`config.mk`:
```
export PLATFORM = sky130hd
export DESIGN_NAME = pe_accum_bank_flat
export DESIGN_NICKNAME = d
export VERILOG_FILES = /design/src/rtl/pe_accum_bank_if.sv /design/src/rtl/pe_accum_bank.sv /design/src/flat_wrapper.sv
export SDC_FILE = /design/constraint.sdc
export NUM_CORES = 1
export LEC_CHECK = 0
export CORE_ASPECT_RATIO = 1.5
export CORE_UTILIZATION = 40
export CTS_BUF_LIST = sky130_fd_sc_hd__clkbuf_4 sky130_fd_sc_hd__clkbuf_8
export DETAILED_ROUTE_END_ITERATION = 16
export PLACE_DENSITY_LB_ADDON = 0.05
export RECOVER_POWER = 50
export SETUP_SLACK_MARGIN = 0.15
export SLEW_MARGIN = 20
export SYNTH_ARGS = -nofsm -noshare
export SYNTH_HDL_FRONTEND = slang
export SYNTH_SLANG_ARGS = --single-unit
```
`constraint.sdc`:
```
create_clock -name clk -period 3.8 [get_ports clk]
set_clock_uncertainty 0.05 [all_clocks]
set_input_delay 0.76 -clock clk [delete_from_list [all_inputs] [get_ports clk]]
set_output_delay 0.76 -clock clk [all_outputs]
set_load 0.02 [all_outputs]
```
`src/rtl/pe_accum_bank_if.sv`:
```
// Beat-in / group-out handshake bundle for pe_accum_bank.
// master drives the beats and out_ready; slave is the accumulator bank.
`timescale 1ns/1ps
interface pe_accum_bank_if #(
  parameter int NUM_CH  = 4,
  parameter int IN_W    = 20,
  parameter int ACC_W   = 32,
  parameter int SHIFT_W = 3,
  parameter int CNT_W   = 8
);
  logic                    in_valid;
  logic                    in_ready;
  logic                    in_first;
  logic                    in_last;
  logic [SHIFT_W-1:0]      in_shift;
  logic [NUM_CH*IN_W-1:0]  in_sum;
  logic                    out_valid;
  logic                    out_ready;
  logic [NUM_CH*ACC_W-1:0] out_sum;
  logic [NUM_CH-1:0]       out_sat;
  logic [CNT_W-1:0]        out_beats;
  logic                    err_restart;

  modport master (
    output in_valid, in_first, in_last, in_shift, in_sum, out_ready,
    input  in_ready, out_valid, out_sum, out_sat, out_beats, err_restart
  );

  modport slave (
    input  in_valid, in_first, in_last, in_shift, in_sum, out_ready,
    output in_ready, out_valid, out_sum, out_sat, out_beats, err_restart
  );
endinterface

```
`src/rtl/pe_accum_bank.sv`:
```
// Multi-lane saturating accumulator for shifted PE partial sums, grouped by
// first/last markers, with a valid/ready output register for the finished group.
`timescale 1ns/1ps
module pe_accum_bank #(
  parameter int NUM_CH  = 4,
  parameter int IN_W    = 20,
  parameter int ACC_W   = 32,
  parameter int SHIFT_W = 3,
  parameter int CNT_W   = 8
) (
  input  logic             clk,
  input  logic             reset,
  pe_accum_bank_if.slave   bus
);

  typedef enum logic {IDLE, ACCUM} state_t;

  localparam logic [ACC_W-1:0] ACC_MAX = {1'b0, {(ACC_W-1){1'b1}}};
  localparam logic [ACC_W-1:0] ACC_MIN = {1'b1, {(ACC_W-1){1'b0}}};

  state_t                        state_q, state_d;
  logic [NUM_CH-1:0][ACC_W-1:0]  acc_q, acc_d, acc_next;
  logic [NUM_CH-1:0][ACC_W-1:0]  out_sum_q, out_sum_d;
  logic [NUM_CH-1:0]             sat_q, sat_d, sat_next;
  logic [NUM_CH-1:0]             out_sat_q, out_sat_d;
  logic [CNT_W-1:0]              cnt_q, cnt_d, cnt_next;
  logic [CNT_W-1:0]              out_beats_q, out_beats_d;
  logic                          out_valid_q, out_valid_d;
  logic                          err_q, err_d;
  logic                          in_ready, in_xfer, fresh;

  assign in_ready = !out_valid_q || bus.out_ready;
  assign in_xfer  = bus.in_valid && in_ready;
  // A beat starts a new group when none is open or when it carries in_first.
  assign fresh    = (state_q == IDLE) || bus.in_first;

  for (genvar g = 0; g < NUM_CH; g++) begin : g_lane
    logic [ACC_W-1:0] ext_sum;
    logic [ACC_W-1:0] term;
    logic [ACC_W:0]   wide;
    logic             ovf;

    assign ext_sum = {{(ACC_W-IN_W){bus.in_sum[g*IN_W+IN_W-1]}}, bus.in_sum[g*IN_W +: IN_W]};
    assign term    = ext_sum << bus.in_shift;
    assign wide    = {acc_q[g][ACC_W-1], acc_q[g]} + {term[ACC_W-1], term};
    // Overflow when the extra sign bit disagrees with the ACC_W-bit sign.
    assign ovf     = wide[ACC_W] != wide[ACC_W-1];
    assign acc_next[g] = fresh ? term :
                         ovf   ? (wide[ACC_W] ? ACC_MIN : ACC_MAX) :
                                 wide[ACC_W-1:0];
    assign sat_next[g] = !fresh && (sat_q[g] || ovf);
  end

  assign cnt_next = fresh   ? CNT_W'(1) :
                    (&cnt_q) ? cnt_q    : cnt_q + 1'b1;

  always_comb begin
    state_d     = state_q;
    acc_d       = acc_q;
    sat_d       = sat_q;
    cnt_d       = cnt_q;
    out_sum_d   = out_sum_q;
    out_sat_d   = out_sat_q;
    out_beats_d = out_beats_q;
    out_valid_d = out_valid_q && !bus.out_ready;
    err_d       = 1'b0;
    if (in_xfer) begin
      err_d = (state_q == ACCUM) && bus.in_first;
      if (bus.in_last) begin
        out_sum_d   = acc_next;
        out_sat_d   = sat_next;
        out_beats_d = cnt_next;
        out_valid_d = 1'b1;
        acc_d       = '0;
        sat_d       = '0;
        cnt_d       = '0;
        state_d     = IDLE;
      end else begin
        acc_d   = acc_next;
        sat_d   = sat_next;
        cnt_d   = cnt_next;
        state_d = ACCUM;
      end
    end
  end

  always_ff @(posedge clk or negedge reset) begin
    if (!reset) begin
      state_q     <= IDLE;
      acc_q       <= '0;
      sat_q       <= '0;
      cnt_q       <= '0;
      out_sum_q   <= '0;
      out_sat_q   <= '0;
      out_beats_q <= '0;
      out_valid_q <= 1'b0;
      err_q       <= 1'b0;
    end else begin
      state_q     <= state_d;
      acc_q       <= acc_d;
      sat_q       <= sat_d;
      cnt_q       <= cnt_d;
      out_sum_q   <= out_sum_d;
      out_sat_q   <= out_sat_d;
      out_beats_q <= out_beats_d;
      out_valid_q <= out_valid_d;
      err_q       <= err_d;
    end
  end

  assign bus.in_ready    = in_ready;
  assign bus.out_valid   = out_valid_q;
  assign bus.out_sum     = out_sum_q;
  assign bus.out_sat     = out_sat_q;
  assign bus.out_beats   = out_beats_q;
  assign bus.err_restart = err_q;

endmodule

```
`src/flat_wrapper.sv`:
```
// flat-port wrapper written by rule: the top's interface ports become plain ports
module pe_accum_bank_flat 
#(
  parameter int NUM_CH  = 4,
  parameter int IN_W    = 20,
  parameter int ACC_W   = 32,
  parameter int SHIFT_W = 3,
  parameter int CNT_W   = 8
)
  (clk, reset, bus_in_valid, bus_in_first, bus_in_last, bus_in_shift, bus_in_sum, bus_out_ready, bus_in_ready, bus_out_valid, bus_out_sum, bus_out_sat, bus_out_beats, bus_err_restart);
  pe_accum_bank_if #(.NUM_CH(NUM_CH), .IN_W(IN_W), .ACC_W(ACC_W), .SHIFT_W(SHIFT_W), .CNT_W(CNT_W)) bus_i ();
  input  logic clk;
  input  logic reset;
  input wire logic [$bits(bus_i.in_valid)-1:0] bus_in_valid;
  input wire logic [$bits(bus_i.in_first)-1:0] bus_in_first;
  input wire logic [$bits(bus_i.in_last)-1:0] bus_in_last;
  input wire logic [$bits(bus_i.in_shift)-1:0] bus_in_shift;
  input wire logic [$bits(bus_i.in_sum)-1:0] bus_in_sum;
  input wire logic [$bits(bus_i.out_ready)-1:0] bus_out_ready;
  output wire logic [$bits(bus_i.in_ready)-1:0] bus_in_ready;
  output wire logic [$bits(bus_i.out_valid)-1:0] bus_out_valid;
  output wire logic [$bits(bus_i.out_sum)-1:0] bus_out_sum;
  output wire logic [$bits(bus_i.out_sat)-1:0] bus_out_sat;
  output wire logic [$bits(bus_i.out_beats)-1:0] bus_out_beats;
  output wire logic [$bits(bus_i.err_restart)-1:0] bus_err_restart;
  assign bus_i.in_valid = bus_in_valid;
  assign bus_i.in_first = bus_in_first;
  assign bus_i.in_last = bus_in_last;
  assign bus_i.in_shift = bus_in_shift;
  assign bus_i.in_sum = bus_in_sum;
  assign bus_i.out_ready = bus_out_ready;
  assign bus_in_ready = bus_i.in_ready;
  assign bus_out_valid = bus_i.out_valid;
  assign bus_out_sum = bus_i.out_sum;
  assign bus_out_sat = bus_i.out_sat;
  assign bus_out_beats = bus_i.out_beats;
  assign bus_err_restart = bus_i.err_restart;
  pe_accum_bank #(.NUM_CH(NUM_CH), .IN_W(IN_W), .ACC_W(ACC_W), .SHIFT_W(SHIFT_W), .CNT_W(CNT_W)) u_core (.clk(clk), .reset(reset), .bus(bus_i));
endmodule
```
==> impl_metrics.json <==
{
  "synth_top_area_share_pct": 31.23,
  "syn-instance-count": 2762,
  "cts_buffers": 49,
  "fill_cells": 4741,
  "asyncSetResetFlopFracSynth_pct": 100.0,
  "clock_tree_from_tritoncts": "yes",
  "reg2reg_setup_slack_ps": 220,
  "max-vdd-ir-drop_mv": 0.4395,
  "grt_pass1_wl_microns": 156900,
  "layout.cells.most_common": "sky130_fd_sc_hd__buf_4",
  "final_min_period_over_clock_period_pct": 108.3,
  "synth-compound-area-share_pct": 29.01,
  "failed_checks": "max-capacitance violations, max-slew violations, negative setup slack",
  "yosys-mux-area-fraction_pct": 6.770,
  "grt_start_max_net_pins": 131,
  "worst_pin_slew_ps": 2651,
  "routed_wire_length_per_instance_microns": 22.76,
  "starting_density_pct": 40.61,
  "start_kind": "input port",
  "antenna_found_initial": 8,
  "synth.largest_area_cell": "sky130_fd_sc_hd__dfrtp_1",
  "final_setup_viols": 253,
  "synth-edff-count": 0,
  "detail_route.wirelength_microns": 103700,
  "post_synth_instance_area_sq_um": 22680,
  "drtPass1Iterations": 7,
  "grt.overflow.total": 0,
  "power.leakage_uw": 0.01654,
  "layout_common_cells": "sky130_fd_sc_hd__buf_4 (776), sky130_fd_sc_hd__nand2_1 (362), sky130_fd_sc_hd__dfrtp_1 (283)",
  "track_usage_pct": 35.33,
  "cts_hold_buf": 0,
  "synth.top_cells.by_area": "sky130_fd_sc_hd__dfrtp_1 (31%), sky130_fd_sc_hd__ha_1 (7.1%), sky130_fd_sc_hd__nand2_1 (6.7%)",
  "area_fraction_in_and_or_nand_and_nor_cells_after_synthesis_pct": 17.34,
  "drt_iter0_drc": 1581,
  "row_count": 106,
  "die_height_microns": 293.6,
  "avgSynthCellArea_sq_um": 8.210,
  "final_cell_area_sq_um": 36430,
  "final_period_minus_worst_setup_slack_ps": 4116,
  "design.die.area_sq_um": 57670,
  "post_synthesis_to_final_layout_area_growth_pct": 60.65,
  "gp_congestion": 0.9895,
  "total_area_of_multi_input_combinational_cells_sq_um": 17360,
  "finalWorstSetupSlack_ps": -316.0,
  "worstPathMaxFanout": 6,
  "dp_hpwl_microns": 75740,
  "cpMaxStageDelayCell": "sky130_fd_sc_hd__mux4_2",
  "timing.setup.critical_path_class": "input port to flip-flop",
  "seqCellArea_sq_um": 7082,
  "outcome": "finished with violations",
  "core_region_area_sq_um": 55840,
  "required_ps": 4290,
  "power_per_cell_area_nw_per_um2": 521.6,
  "achievable_freq_mhz": 243.0,
  "io-pin-count": 232,
  "place_area_sq_um": 31170,
  "cts_buffer_depth": 3,
  "worst_skew_pair.late_latency_ps": 670,
  "via_count": 26580,
  "worst-endpoint-arrival_ps": 4600,
  "max_cap_viol_count": 1,
  "die_w_microns": 196.4,
  "drc_errors": 0,
  "timing_max_transition_violations_final": 82,
  "final_net_count": 3988,
  "max-slew-margin-rel_pct": -76.75,
  "synth_top_flop_cell": "sky130_fd_sc_hd__dfrtp_1",
  "synthDistinctLibCells": 92,
  "port-buffer-count": 231,
  "holdWs_ps": 426.7,
  "grt_pass1_vias": 27500,
  "cts_htree_levels": 2,
  "synth_adder_area_share_pct": 7.603,
  "clock_sinks": 283,
  "synth_seq_cells": 283,
  "timing.critical_path.slowest_cell_delay_ps": 560,
  "synth_sequential_area_ratio_pct": 31.23,
  "synth_top_family_by_area": "compound AO/OA/AOI/OAI gates",
  "cp_cell_sequence": "buf_12, bufbuf_16, mux2_4, mux4_2, ha_4, buf_4, o21a_1, o211ai_1, a2bb2oi_2, a41oi_4, o41a_1, nand3_1, nor3b_4, buf_6, buf_8, a21bo_4, a22o_1",
  "grt_setup_unrepaired": "yes",
  "clock-root-buffer": "sky130_fd_sc_hd__clkbuf_8",
  "synthXorXnorAreaFrac_pct": 4.364,
  "clk_pin_slew_ps": 60,
  "report.final.hold_viol_count": 0,
  "via_density_per_instance": 5.834,
  "mappedNetlistNets": 2984,
  "hold_class": "flip-flop to flip-flop",
  "synth-warning-count": 0,
  "ant_nets": 0,
  "crit_end_element": "flip-flop",
  "post_route_cells_drive_above_1_share_pct": 38.30
}
power by group:
| group | internal, uW | total [uW] | leakage, uW | switching (uW) |
|---|---|---|---|---|
| sequential | 3690 | 4270 | 0.00357 | 578 |
| clock | 1700 | 3170 | 0.000554 | 1460 |
| combinational | 5680 | 11600 | 0.0124 | 5890 |
final cells by class:
cell class | count | area share (%)
Multi-Input combinational cell | 2271 | 47.66
Timing Repair Buffer | 1124 | 27.03
Sequential cell | 283 | 19.44
Tap cell | 756 | 2.597
Clock buffer | 68 | 2.432
Clock inverter | 16 | 0.4499
Inverter | 37 | 0.3812
Antenna cell | 1 | 0.006869
registers in the layout (all words and copies together), names as in the netlist:
register,flops
u_core.acc_q,128
u_core.bus.err_restart,1
u_core.bus.out_beats,8
u_core.bus.out_sat,4
u_core.bus.out_sum,128
u_core.bus.out_valid,1
u_core.cnt_q,8
u_core.sat_q,4
u_core.state_q,1
kinds of logic after synthesis:
logic type / Yosys count
and+or+nand+nor: 882
adders and majority gates: 136
xor gates and xnor gates: 113
DFF: 283
muxes: 140
AOI/OAI and AO/OA: 1000
buffers and inverters: 208
layer usage:
metal,up-vias,track usage [%],part of all wire (%)
li1,12260,-,-
met1,12980,40.33,38
met2,984,62.02,49
met3,344,4.779,5.2
met4,10,22.01,6.8
met5,-,0,0.055
stage by stage:
stage	TNS, ps	worst slack (ps)	instances	power, uW	util [%]
2_1_floorplan	-142680	-787.8	2762	9061	-
3_3_place_gp	-295520	-1364	4306	13680	55.82
3_5_place_dp	-311780	-1370	4306	13780	55.82
4_1_cts	-21630	-236.1	4529	18450	63.59
5_1_grt	-65030	-373.0	4556	19970	65.24
6_report	-39840	-316.0	4556	19000	65.24
repair_timing:
action	CTS	global route
pin swaps	166	89
resized for setup	579	172
cloned	7	2
buffers inserted	132	24
endpoints found under the setup margin	264	264
cell usage after synthesis, types with 6 or more instances:
cell type                    n
sky130_fd_sc_hd__a31oi_1    47
sky130_fd_sc_hd__clkbuf_1  131
sky130_fd_sc_hd__a21boi_0    8
sky130_fd_sc_hd__a21oi_1   237
sky130_fd_sc_hd__ha_1      129
sky130_fd_sc_hd__a21o_1     43
sky130_fd_sc_hd__o22ai_1     6
sky130_fd_sc_hd__o31a_1      8
sky130_fd_sc_hd__xor2_1     44
sky130_fd_sc_hd__mux2i_1    78
sky130_fd_sc_hd__a211oi_2    6
sky130_fd_sc_hd__a32o_1     35
sky130_fd_sc_hd__nor3_1     53
sky130_fd_sc_hd__o21ai_1     8
sky130_fd_sc_hd__nor2b_1    15
sky130_fd_sc_hd__and3_1     29
sky130_fd_sc_hd__o21ai_0   264
sky130_fd_sc_hd__o41ai_1     6
sky130_fd_sc_hd__o21bai_1   20
sky130_fd_sc_hd__mux2_2     57
sky130_fd_sc_hd__a22oi_1    23
sky130_fd_sc_hd__buf_2      11
sky130_fd_sc_hd__and2_1     32
sky130_fd_sc_hd__xnor2_1    69
sky130_fd_sc_hd__buf_1      21
sky130_fd_sc_hd__nand3_1    55
sky130_fd_sc_hd__a211oi_1   36
sky130_fd_sc_hd__o211ai_1   43
sky130_fd_sc_hd__inv_1      37
sky130_fd_sc_hd__a41oi_1     6
sky130_fd_sc_hd__or3_1       7
sky130_fd_sc_hd__nand4_1    26
sky130_fd_sc_hd__o21a_1     26
sky130_fd_sc_hd__nand2_1   404
sky130_fd_sc_hd__nor2_1    202
sky130_fd_sc_hd__nand2b_1   32
sky130_fd_sc_hd__o31ai_1    34
sky130_fd_sc_hd__a211o_1     9
sky130_fd_sc_hd__dfrtp_1   283
sky130_fd_sc_hd__a22o_1     69
worst max-delay path, delay by kind of cell:
family          cells  cell delay, ps
compound gates      7            1480
mux                 2             870
buf+inv             5             810
simple gates        2             350
fa+ha+maj           1             320
final timing paths:
| check | endpoint | depth (start not counted) | start |
|---|---|---|---|
| min in group asynchronous | u_core.bus.out_sum[48] | 1 | reset |
| max in group asynchronous | u_core.bus.out_sum[61] | 2 | reset |
| min reg2reg | u_core.bus.out_sum[63] | 2 | u_core.bus.out_sum[63] |
| min | u_core.bus.out_sum[63] | 2 | u_core.bus.out_sum[63] |
| max reg2reg | u_core.acc_q[116] | 13 | u_core.acc_q[96] |
| max | u_core.acc_q[116] | 17 | bus_in_shift[0] |
Note: power is estimated with default switching activity, not from simulation.
